`config.mk`:
```
export PLATFORM = sky130hd
export DESIGN_NAME = sd_sector_responder
export DESIGN_NICKNAME = d
export VERILOG_FILES = /design/src/rtl/sd_resp_pkg.sv /design/src/rtl/sd_strobe_timer.sv /design/src/rtl/sd_sector_responder.sv
export SDC_FILE = /design/constraint.sdc
export NUM_CORES = 1
export LEC_CHECK = 0
export ABC_AREA = 1
export BUFFER_PORTS_ARGS = -buffer_cell sky130_fd_sc_hd__buf_2
export CAP_MARGIN = 20
export CORE_ASPECT_RATIO = 0.5
export CORE_MARGIN = 5
export CORE_UTILIZATION = 35
export DETAILED_ROUTE_END_ITERATION = 8
export PLACE_DENSITY_LB_ADDON = 0.08
export SYNTH_ARGS = -nofsm -noshare
export SYNTH_HDL_FRONTEND = slang
export SYNTH_SLANG_ARGS = --single-unit
```
`constraint.sdc`:
```
create_clock -name clk_ram -period 3.6 [get_ports clk_ram]
set_clock_uncertainty 0.2 [all_clocks]
set_input_delay 0.36 -clock clk_ram [delete_from_list [all_inputs] [get_ports clk_ram]]
set_output_delay 0.36 -clock clk_ram [all_outputs]
set_load 0.02 [all_outputs]
```
`src/rtl/sd_resp_pkg.sv`:
```
// rtl/sd_resp_pkg.sv - shared state encoding and sector geometry for the SD sector responder
// Purpose: state enum, sector/word constants and the LBA-to-sector helper
// used by sd_sector_responder.
package sd_resp_pkg;

  typedef enum logic [3:0] {
    IDLE     = 4'd0,
    LATCH_RD = 4'd1,
    LATCH_WR = 4'd2,
    RD_FETCH = 4'd3,
    RD_LO    = 4'd4,
    RD_HI    = 4'd5,
    WR_STB   = 4'd6,
    WR_STORE = 4'd7,
    DONE     = 4'd8
  } state_e;

  localparam int SECTOR_BYTES = 512;
  localparam int WORDS        = 256;

  // SDHC cards address by sector; standard cards pass a byte address.
  function automatic logic [31:0] lba_to_sector(input logic [31:0] lba, input logic sdhc);
    return sdhc ? lba : {9'd0, lba[31:9]};
  endfunction

endpackage

```
`src/rtl/sd_strobe_timer.sv`:
```
// rtl/sd_strobe_timer.sv - phase down-counter generating byte strobe and sample pulses
// Purpose: one byte phase lasts STROBE_GAP+1 cycles, starting the cycle after start_i.
// Ports:
//   clk_i, reset_n_i  clock, synchronous active-low reset
//   start_i           begin a new byte phase next cycle
//   rd_strobe_o       second cycle of the phase (read data already stable one cycle)
//   wr_strobe_o       first cycle of the phase (request next write byte)
//   sample_o          DIN_LAT cycles after wr_strobe_o
//   done_o            last cycle of the phase
module sd_strobe_timer #(
  parameter int STROBE_GAP = 4,
  parameter int DIN_LAT    = 2
) (
  input  logic clk_i,
  input  logic reset_n_i,
  input  logic start_i,
  output logic rd_strobe_o,
  output logic wr_strobe_o,
  output logic sample_o,
  output logic done_o
);

  localparam logic [7:0] GAP_C = 8'(STROBE_GAP);
  localparam logic [7:0] RD_C  = 8'(STROBE_GAP - 1);
  localparam logic [7:0] SMP_C = 8'(STROBE_GAP - DIN_LAT);

  logic [7:0] cnt_q;
  logic [7:0] cnt_d;

  always_comb begin
    cnt_d = cnt_q;
    if (start_i) begin
      cnt_d = GAP_C;
    end else if (cnt_q != 8'd0) begin
      cnt_d = cnt_q - 8'd1;
    end
  end

  always_ff @(posedge clk_i) begin
    if (!reset_n_i) begin
      cnt_q <= 8'd0;
    end else begin
      cnt_q <= cnt_d;
    end
  end

  // Pulses are only meaningful while the owner sits in a timed state.
  assign wr_strobe_o = (cnt_q == GAP_C);
  assign rd_strobe_o = (cnt_q == RD_C);
  assign sample_o    = (cnt_q == SMP_C);
  assign done_o      = (cnt_q == 8'd0);

endmodule

```
`src/rtl/sd_sector_responder.sv`:
```
// rtl/sd_sector_responder.sv - SD sector target backed by a disk image in word-wide RAM
// Purpose: services sd_rd/sd_wr sector requests, streaming 512 bytes per sector
// between the SD byte interface and 16-bit RAM words (little-endian).
// Ports:
//   clk_ram, reset_n              clock, synchronous active-low reset
//   img_valid, img_sectors        image presence and size in sectors
//   sd_lba, sd_rd, sd_wr, sd_sdhc sector request from the initiator
//   sd_din / sd_din_strobe        write byte path
//   sd_dout / sd_dout_strobe      read byte path
//   sd_ack, sd_mounted, sd_err    transfer / mount / range status
//   mem_*                         RAM request port, held until mem_ack
module sd_sector_responder
  import sd_resp_pkg::*;
#(
  parameter logic [24:0] IMG_BASE   = 25'h0A0000,
  parameter int          STROBE_GAP = 4,
  parameter int          DIN_LAT    = 2
) (
  input  logic        clk_ram,
  input  logic        reset_n,
  input  logic        img_valid,
  input  logic [15:0] img_sectors,
  input  logic [31:0] sd_lba,
  input  logic        sd_rd,
  input  logic        sd_wr,
  input  logic        sd_sdhc,
  input  logic [7:0]  sd_din,
  output logic        sd_ack,
  output logic [7:0]  sd_dout,
  output logic        sd_dout_strobe,
  output logic        sd_din_strobe,
  output logic        sd_mounted,
  output logic        sd_err,
  output logic [24:0] mem_addr,
  output logic        mem_rd,
  output logic        mem_we,
  output logic [15:0] mem_data_o,
  input  logic [15:0] mem_data_i,
  input  logic        mem_ack
);

  state_e      state_q, state_d;
  logic [24:0] base_q, base_d;
  logic [7:0]  w_q, w_d;
  logic [15:0] word_q, word_d;
  logic [7:0]  dout_q, dout_d;
  logic        err_q, err_d;
  logic        mounted_q, mounted_d;
  logic        oor_q, oor_d;
  logic        armed_q, armed_d;
  logic        hi_q, hi_d;

  logic        tmr_start;
  logic        t_rd_stb, t_wr_stb, t_sample, t_done;
  logic [31:0] sector;
  logic        out_of_range;
  logic        last_word;

  sd_strobe_timer #(
    .STROBE_GAP (STROBE_GAP),
    .DIN_LAT    (DIN_LAT)
  ) u_timer (
    .clk_i       (clk_ram),
    .reset_n_i   (reset_n),
    .start_i     (tmr_start),
    .rd_strobe_o (t_rd_stb),
    .wr_strobe_o (t_wr_stb),
    .sample_o    (t_sample),
    .done_o      (t_done)
  );

  assign sector       = lba_to_sector(sd_lba, sd_sdhc);
  assign out_of_range = !mounted_q || (sector >= {16'd0, img_sectors});
  assign last_word    = (w_q == 8'hFF);

  // State register
  always_ff @(posedge clk_ram) begin
    if (!reset_n) begin
      state_q <= IDLE;
    end else begin
      state_q <= state_d;
    end
  end

  // Next state; tmr_start marks entry into a timed byte phase
  always_comb begin
    state_d   = state_q;
    tmr_start = 1'b0;
    case (state_q)
      IDLE: begin
        if (armed_q && sd_rd) begin
          state_d = LATCH_RD;
        end else if (armed_q && sd_wr) begin
          state_d = LATCH_WR;
        end
      end
      LATCH_RD: state_d = RD_FETCH;
      LATCH_WR: begin
        state_d   = WR_STB;
        tmr_start = 1'b1;
      end
      RD_FETCH: begin
        if (oor_q || mem_ack) begin
          state_d   = RD_LO;
          tmr_start = 1'b1;
        end
      end
      RD_LO: begin
        if (t_done) begin
          state_d   = RD_HI;
          tmr_start = 1'b1;
        end
      end
      RD_HI: begin
        if (t_done) begin
          state_d = last_word ? DONE : RD_FETCH;
        end
      end
      WR_STB: begin
        if (t_done) begin
          if (hi_q) begin
            state_d = WR_STORE;
          end else begin
            tmr_start = 1'b1;
          end
        end
      end
      WR_STORE: begin
        if (oor_q || mem_ack) begin
          if (last_word) begin
            state_d = DONE;
          end else begin
            state_d   = WR_STB;
            tmr_start = 1'b1;
          end
        end
      end
      DONE:    state_d = IDLE;
      default: state_d = IDLE;
    endcase
  end

  // Outputs
  always_comb begin
    sd_ack         = 1'b0;
    mem_rd         = 1'b0;
    mem_we         = 1'b0;
    mem_addr       = 25'd0;
    mem_data_o     = 16'd0;
    sd_dout_strobe = 1'b0;
    sd_din_strobe  = 1'b0;
    sd_dout        = dout_q;
    sd_err         = err_q;
    sd_mounted     = mounted_q;
    case (state_q)
      RD_FETCH: begin
        sd_ack = 1'b1;
        mem_rd = !oor_q;
      end
      RD_LO, RD_HI: begin
        sd_ack         = 1'b1;
        sd_dout_strobe = t_rd_stb;
      end
      WR_STB: begin
        sd_ack        = 1'b1;
        sd_din_strobe = t_wr_stb;
      end
      WR_STORE: begin
        sd_ack = 1'b1;
        mem_we = !oor_q;
      end
      default: ;
    endcase
    if (mem_rd || mem_we) begin
      mem_addr = base_q + {16'd0, w_q, 1'b0};
    end
    if (mem_we) begin
      mem_data_o = word_q;
    end
  end

  // Datapath next values
  always_comb begin
    base_d    = base_q;
    w_d       = w_q;
    word_d    = word_q;
    dout_d    = dout_q;
    err_d     = err_q;
    oor_d     = oor_q;
    hi_d      = hi_q;
    mounted_d = img_valid && (img_sectors != 16'd0);
    // A low observation during DONE already counts, so a fast initiator is not locked out.
    if (!sd_rd && !sd_wr) begin
      armed_d = 1'b1;
    end else if (state_q == DONE) begin
      armed_d = 1'b0;
    end else begin
      armed_d = armed_q;
    end
    case (state_q)
      LATCH_RD, LATCH_WR: begin
        base_d = IMG_BASE + {sector[15:0], 9'd0};
        w_d    = 8'd0;
        hi_d   = 1'b0;
        oor_d  = out_of_range;
        err_d  = out_of_range;
      end
      RD_FETCH: begin
        if (oor_q) begin
          word_d = 16'd0;
          dout_d = 8'd0;
        end else if (mem_ack) begin
          word_d = mem_data_i;
          dout_d = mem_data_i[7:0];
        end
      end
      RD_LO: begin
        if (t_done) begin
          dout_d = word_q[15:8];
        end
      end
      RD_HI: begin
        if (t_done) begin
          w_d = w_q + 8'd1;
        end
      end
      WR_STB: begin
        if (t_sample) begin
          if (hi_q) begin
            word_d[15:8] = sd_din;
          end else begin
            word_d[7:0] = sd_din;
          end
        end
        if (t_done) begin
          hi_d = !hi_q;
        end
      end
      WR_STORE: begin
        if (oor_q || mem_ack) begin
          w_d = w_q + 8'd1;
        end
      end
      default: ;
    endcase
  end

  always_ff @(posedge clk_ram) begin
    if (!reset_n) begin
      base_q    <= 25'd0;
      w_q       <= 8'd0;
      word_q    <= 16'd0;
      dout_q    <= 8'd0;
      err_q     <= 1'b0;
      oor_q     <= 1'b0;
      hi_q      <= 1'b0;
      mounted_q <= 1'b0;
      armed_q   <= 1'b1;
    end else begin
      base_q    <= base_d;
      w_q       <= w_d;
      word_q    <= word_d;
      dout_q    <= dout_d;
      err_q     <= err_d;
      oor_q     <= oor_d;
      hi_q      <= hi_d;
      mounted_q <= mounted_d;
      armed_q   <= armed_d;
    end
  end

endmodule

```
-- Word level (Yosys, flattened, before mapping)
Cells that the tools add are included.
- muxes and demuxes: 43
- reductions and logical operators: 32
- magnitude comparators: 1
- $add $sub $neg: 4
- equality and inequality tests: 22
- bitwise gates (word level): 1
- operators with widths (operator ; count):
    two-way mux 16 bit ; 4
    two-way mux 8 bit ; 7
    two-way mux 4 bit ; 10
    greater-or-equal comparator 32 x 16 -> 1 bit ; 1
    two-way mux 32 bit ; 1
    case mux 16 bit (2 select lines) ; 1
    case mux 4 bit (8 select lines) ; 1
    adder 20 x 25 -> 25 bit, first input constant ; 1
    adder 25 x 9 -> 25 bit ; 1
    two-way mux 25 bit ; 1
    case mux 8 bit (3 select lines) ; 1
    equality test 4 x 3 -> 1 bit, second input constant ; 4
    equality test 8 x 2 -> 1 bit, second input constant ; 2
    != test 2 bit, second input constant ; 8
    case mux 8 bit (2 select lines) ; 1
    nonzero test 16 bit ; 1
    two-way mux 1 bit ; 12
    adder 8 x 1 -> 8 bit, second input constant ; 1
    equality test 4 x 2 -> 1 bit, second input constant ; 2
    equality test 8 x 3 -> 1 bit, second input constant ; 1
    equality test 8 bit, second input constant ; 1
    zero test 8 bit ; 1
    AND reduction 4 bit ; 2
    nonzero test 2 bit ; 4
    19 further kinds ; 34
- register bits: 73
- output and inout bits: 56
- word-level logic and storage cells: 115

-- Depth between registers and ports, before layout
- word-level depth: 5
- depth in mapped cells: 16
- depth with buffers taken out: 14

-- By module
Synthesis repeated with hierarchy kept, for this count alone.
- cell total of the unflattened synthesis: 704
- area total of the unflattened synthesis: 4411.7 µm²
- modules (own cells, without submodules) (module ; area each (µm²) ; cells each ; seq. area each (µm²) ; times used):
    sd_sector_responder ; 3926.3 ; 634 ; 1121.1 ; 1
    sd_strobe_timer ; 485.5 ; 70 ; 160.2 ; 1

-- Worst setup path before layout
Ideal clock, no wire load.
- kind: register to output
- from: reg state_q[0]
- to: out mem_addr[10]
- data arrival time: 1661 ps
- path buffers: 2
- stages on the path, launching flop included: 9
- slack: 1379 ps
- path through: dfxtp_1 -> buf_4 -> nand2_1 -> nor2_1 -> inv_1 -> nor2_1 -> nor2_2 -> buf_2 -> nor2_1
- cells in the longest elaborated chain, start to end: 4
- elaborated cells between the ends (all ways): 6
- RTL lines (what ; RTL line ; text):
    from (decl) ; sd_sector_responder.sv:42 ; state_e state_q, state_d;
    from (signal assigned) ; sd_sector_responder.sv:81 ; state_q <= state_d;
    equality test 4 x 2 -> 1 bit ; sd_sector_responder.sv:155 ; case (state_q)
    two-way mux 1 bit ; sd_sector_responder.sv:155 ;
    via mem_rd ; sd_sector_responder.sv:35 ; output logic mem_rd,
    logical OR 1 bit ; sd_sector_responder.sv:174 ; if (mem_rd || mem_we) begin
    two-way mux 25 bit ; sd_sector_responder.sv:174 ;
    to (decl) ; sd_sector_responder.sv:34 ; output logic [24:0] mem_addr,
The timed path passes the listed nets, and every way through them passes these cells.

-- Worst setup path in the final report
- from: reg oor_q
- to: out mem_addr[16]
- cells in the longest elaborated chain, start to end: 4
- elaborated cells between the ends (all ways): 5
- RTL lines (what ; RTL line ; text):
    from (decl) ; sd_sector_responder.sv:49 ; logic oor_q, oor_d;
    from (signal assigned) ; sd_sector_responder.sv:265 ; oor_q <= oor_d;
    zero test 1 bit (*) ; sd_sector_responder.sv:158, sd_sector_responder.sv:170 ;
    two-way mux 1 bit ; sd_sector_responder.sv:155 ;
    logical OR 1 bit (*) ; sd_sector_responder.sv:174 ;
    two-way mux 25 bit (*) ; sd_sector_responder.sv:174 ;
Mark *: on every way between the ends. The rest lies on a longest branch, timed or not.

==> impl_results.md <==
- Total count of hold-check failures in the final report: 0
- Layout overhead on the synthesized area: 24.2%
- Clock buffer depth: 2
- Residual overflow from global routing: 0
- Cell type with the largest total area after synthesis: sky130_fd_sc_hd__dfxtp_1
- Number of different library cells in the post-synthesis netlist: 39
- Number of iterations in the first detailed-routing pass: 4
- Sort of element at the start of the critical path: flop
- Share of flip-flops with an asynchronous set or reset after synthesis: 0
- Initial Util: 0.362
- Detailed-route vias per instance: between 4 and 5
- Antenna cells: 0
- GRT busiest layer: met2
- Number of failing setup endpoints in the final timing report: 0
- Number of DRC violations after detailed routing: 0
- Worst-case setup slack after placement: ~0.8 ns
- Number of cells on the worst reg-to-reg path: 10
- Boundary Pins: between 100 and 150
- Global Route met2 Usage: 0.267
- Antenna violations before repair: 0
- Number of levels the H-tree was split into: 3
- Standard cell core area: ~12,000 um2
- Worst setup EP type: output port
- HPWL after detailed placement: about 10,000 um
- Number of clock buffers inserted by TritonCTS: 9
- Setup repair after global routing missed its margin: no
- Slew at the pin with the worst max-slew slack: between 0.9 and 1 ns
- Kind of critical path: reg -> out
- Worst hold path stage count: 3
- Routed Wire Length: about 13,000 um
- Die Span Y: approximately 89 um
- Most used standard cell by instance count after synthesis: sky130_fd_sc_hd__nand2_1
- Worst reg2reg startpoint: u_timer.cnt_q[0]$_SDFFE_PP0P_
- Maximum number of pins on one net before global-route repair: 45
- Critical path's slowest cell: sky130_fd_sc_hd__nor2_2
- Final weighted congestion in routability-driven placement: between 0.8 and 0.9
- Syn Nets: approximately 790
- PostCTS Resize Cnt: 0
- Primary FF master, synth: sky130_fd_sc_hd__dfxtp_1
- Maximum capacitance violations: 0
- Clock Root Buffer: sky130_fd_sc_hd__clkbuf_16
- Clock slew seen by the registers of the worst setup and hold paths: around 0.060 ns
- Biggest fanout along the worst timing path: 25
- Quantity of hold-fixing buffers added after cts: 0
- Layout Nets: around 900
- Post-detailed-route count of antenna-violating nets: 0
- Slew Limit Headroom: 0.361
- Vias: about 4,500
- Total setup buffers inserted after CTS: 0
- Hold wc startpoint: img_valid
- CTS tree: done
- Synthesized netlist cell count: 692
- CP peak stage delay: between 0.7 and 0.8 ns
- Worst vdd ir: roughly 270 uV
- Post-synth top cells: sky130_fd_sc_hd__nand2_1 (144), sky130_fd_sc_hd__inv_1 (113), sky130_fd_sc_hd__nor2_1 (98)
- Setup tns final: 0 ns
- Number of flops mapped to enable cells by yosys: 0
- Area share of the largest cell type after synthesis: 0.296
- Data required time at the worst endpoint: around 3.0 ns
- Leakage power: roughly 2.8 nW
- Port Buf Inserts: 133
- Die span in x: approximately 170 um
- Clock network latency to the later pin of the worst-skew pair: 0.33 ns
- Max frequency: roughly 0.32 GHz
- Fin. max-slew vios: 0
- Warnings from Yosys: 0
- Average detailed-routed wire length per instance: between 10 and 15 um
- Outcome: complete, no violations
- Final period utilization: 0.856
- GR Util met3: 0.0393
- Syn Std Cell Area: 4330 um2
- Register bit total from synthesis: between 60 and 70
- Top cells by area, synth: sky130_fd_sc_hd__dfxtp_1 (30%), sky130_fd_sc_hd__nand2_1 (12%), sky130_fd_sc_hd__inv_1 (9.8%)
- Number of fill cells: 1,286
- Min Tclk post-route: roughly 3 ns
- Global-route wire length before repair: around 21,000 um
- Clock Sink Count: 64
- Fraction of the yosys area taken by sequential cells: 0.296
- Vias in the first global route: 4,279
- Final critical-path setup slack: 0.520 ns
- Critical path arrival: 2.52 ns
- Fraction of final layout cells sized beyond drive strength 1: 0.208
- Number of standard-cell rows in the floorplan: 28
- Global router's overall resource usage: 0.175
- DRT iter0 DRCs: 228
- Sequence of cells on the critical path: clkinv_1, buf_4, nand2_2, inv_1, nor2_2, nor2_1, buf_2
- Mean instance size in the synthesized netlist: around 6.3 um2
- Launching element of the worst setup path: oor_q$_SDFFE_PN0P_
- Met1 demand-to-capacity share in global routing: 0.249
- Die Outline Area: 14,800 um2
- Total power divided by cell area: 627 nW/um2
- Kind of path behind the tightest hold check: in -> reg
- Hold_ws: around 0.071 ns
==> layout make-up <==
cell class                 instances  area (um2)  area share
tap                              165         206      0.0384
multi-input combinational        483        2450       0.456
inverter                         119         447      0.0831
sequential                        64        1280       0.238
timing repair buffer             136         688       0.128
clock inverter                     3        40.0     0.00745
clock buffer                      13         260      0.0484
==> flip-flops by register name (all words and copies together) (netlist names) <==
| register | cells |
|---|---|
| base_q | 16 |
| word_q | 16 |
| sd_dout | 8 |
| u_timer.cnt_q | 8 |
| w_q | 8 |
| state_q | 4 |
| armed_q | 1 |
| hi_q | 1 |
| oor_q | 1 |
| sd_mounted | 1 |
==> layout by cell type, fill, tap and decap left out, drive strengths merged, types with 2 or more instances in the layout <==
cell / synthesis / routed
a21oi: 37 / 37
a31oi: 11 / 11
a41oi: 2 / 2
and3: 2 / 2
buf: 18 / 136
clkbuf: 8 / 13
clkinv: 2 / 4
dfxtp: 64 / 64
ha: 22 / 22
inv: 117 / 117
nand2: 148 / 148
nand3: 43 / 43
nand3b: 2 / 2
nand4: 10 / 10
nor2: 104 / 104
nor3: 12 / 12
nor4: 5 / 5
o21ai: 66 / 66
o21bai: 2 / 2
xor2: 10 / 10
==> power by group <==
group / total, mW / switching [mW] / internal [mW]
Combinational: 1.44 / 0.968 / 0.474
Sequential: 1.04 / 0.127 / 0.915
Clock: 0.888 / 0.316 / 0.572
Total: 3.37 / 1.41 / 1.96
==> through the flow <==
stage | util | instance area (um2) | std cells | power [mW]
finish | 0.450 | 5380 | 983 | 3.37
global route | 0.450 | 5380 | 983 | 3.68
global placement | 0.425 | 5080 | 967 | 2.50
detailed placement | 0.425 | 5080 | 967 | 2.50
CTS | 0.450 | 5380 | 983 | 3.40
floorplan | - | 4330 | 692 | 2.16
==> cell families after synthesis <==
kind of cell	Yosys count	share of synthesized area
flops	64	0.296
mux	1	0.00231
simple gates	327	0.325
xor+xnor	11	0.0222
fa+ha+maj	22	0.0636
other cells	1	0.000866
buf+inv	145	0.138
compound gates	121	0.152
==> layer usage <==
metal | wire [um] | part of all wire
met4 | 206 | 0.016
met5 | 0 | 0
met2 | 5490 | 0.42
met1 | 6680 | 0.51
met3 | 625 | 0.048
==> worst max-delay path, delay by kind of cell, from the launching register on <==
family	cells	cell delay [ns]
simple gates	3	1.17
buf+inv	4	0.62
flops	1	0.38
==> worst paths after layout <==
check	endpoint	slack (ns)
max	mem_addr[16]	0.52
min	sd_mounted$_SDFF_PN0_	0.07
max reg2reg	w_q[3]$_SDFFE_PN0P_	1.46
min reg2reg	base_q[12]$_SDFFE_PN0P_	0.25
Note: power is estimated with default switching activity, not from simulation.
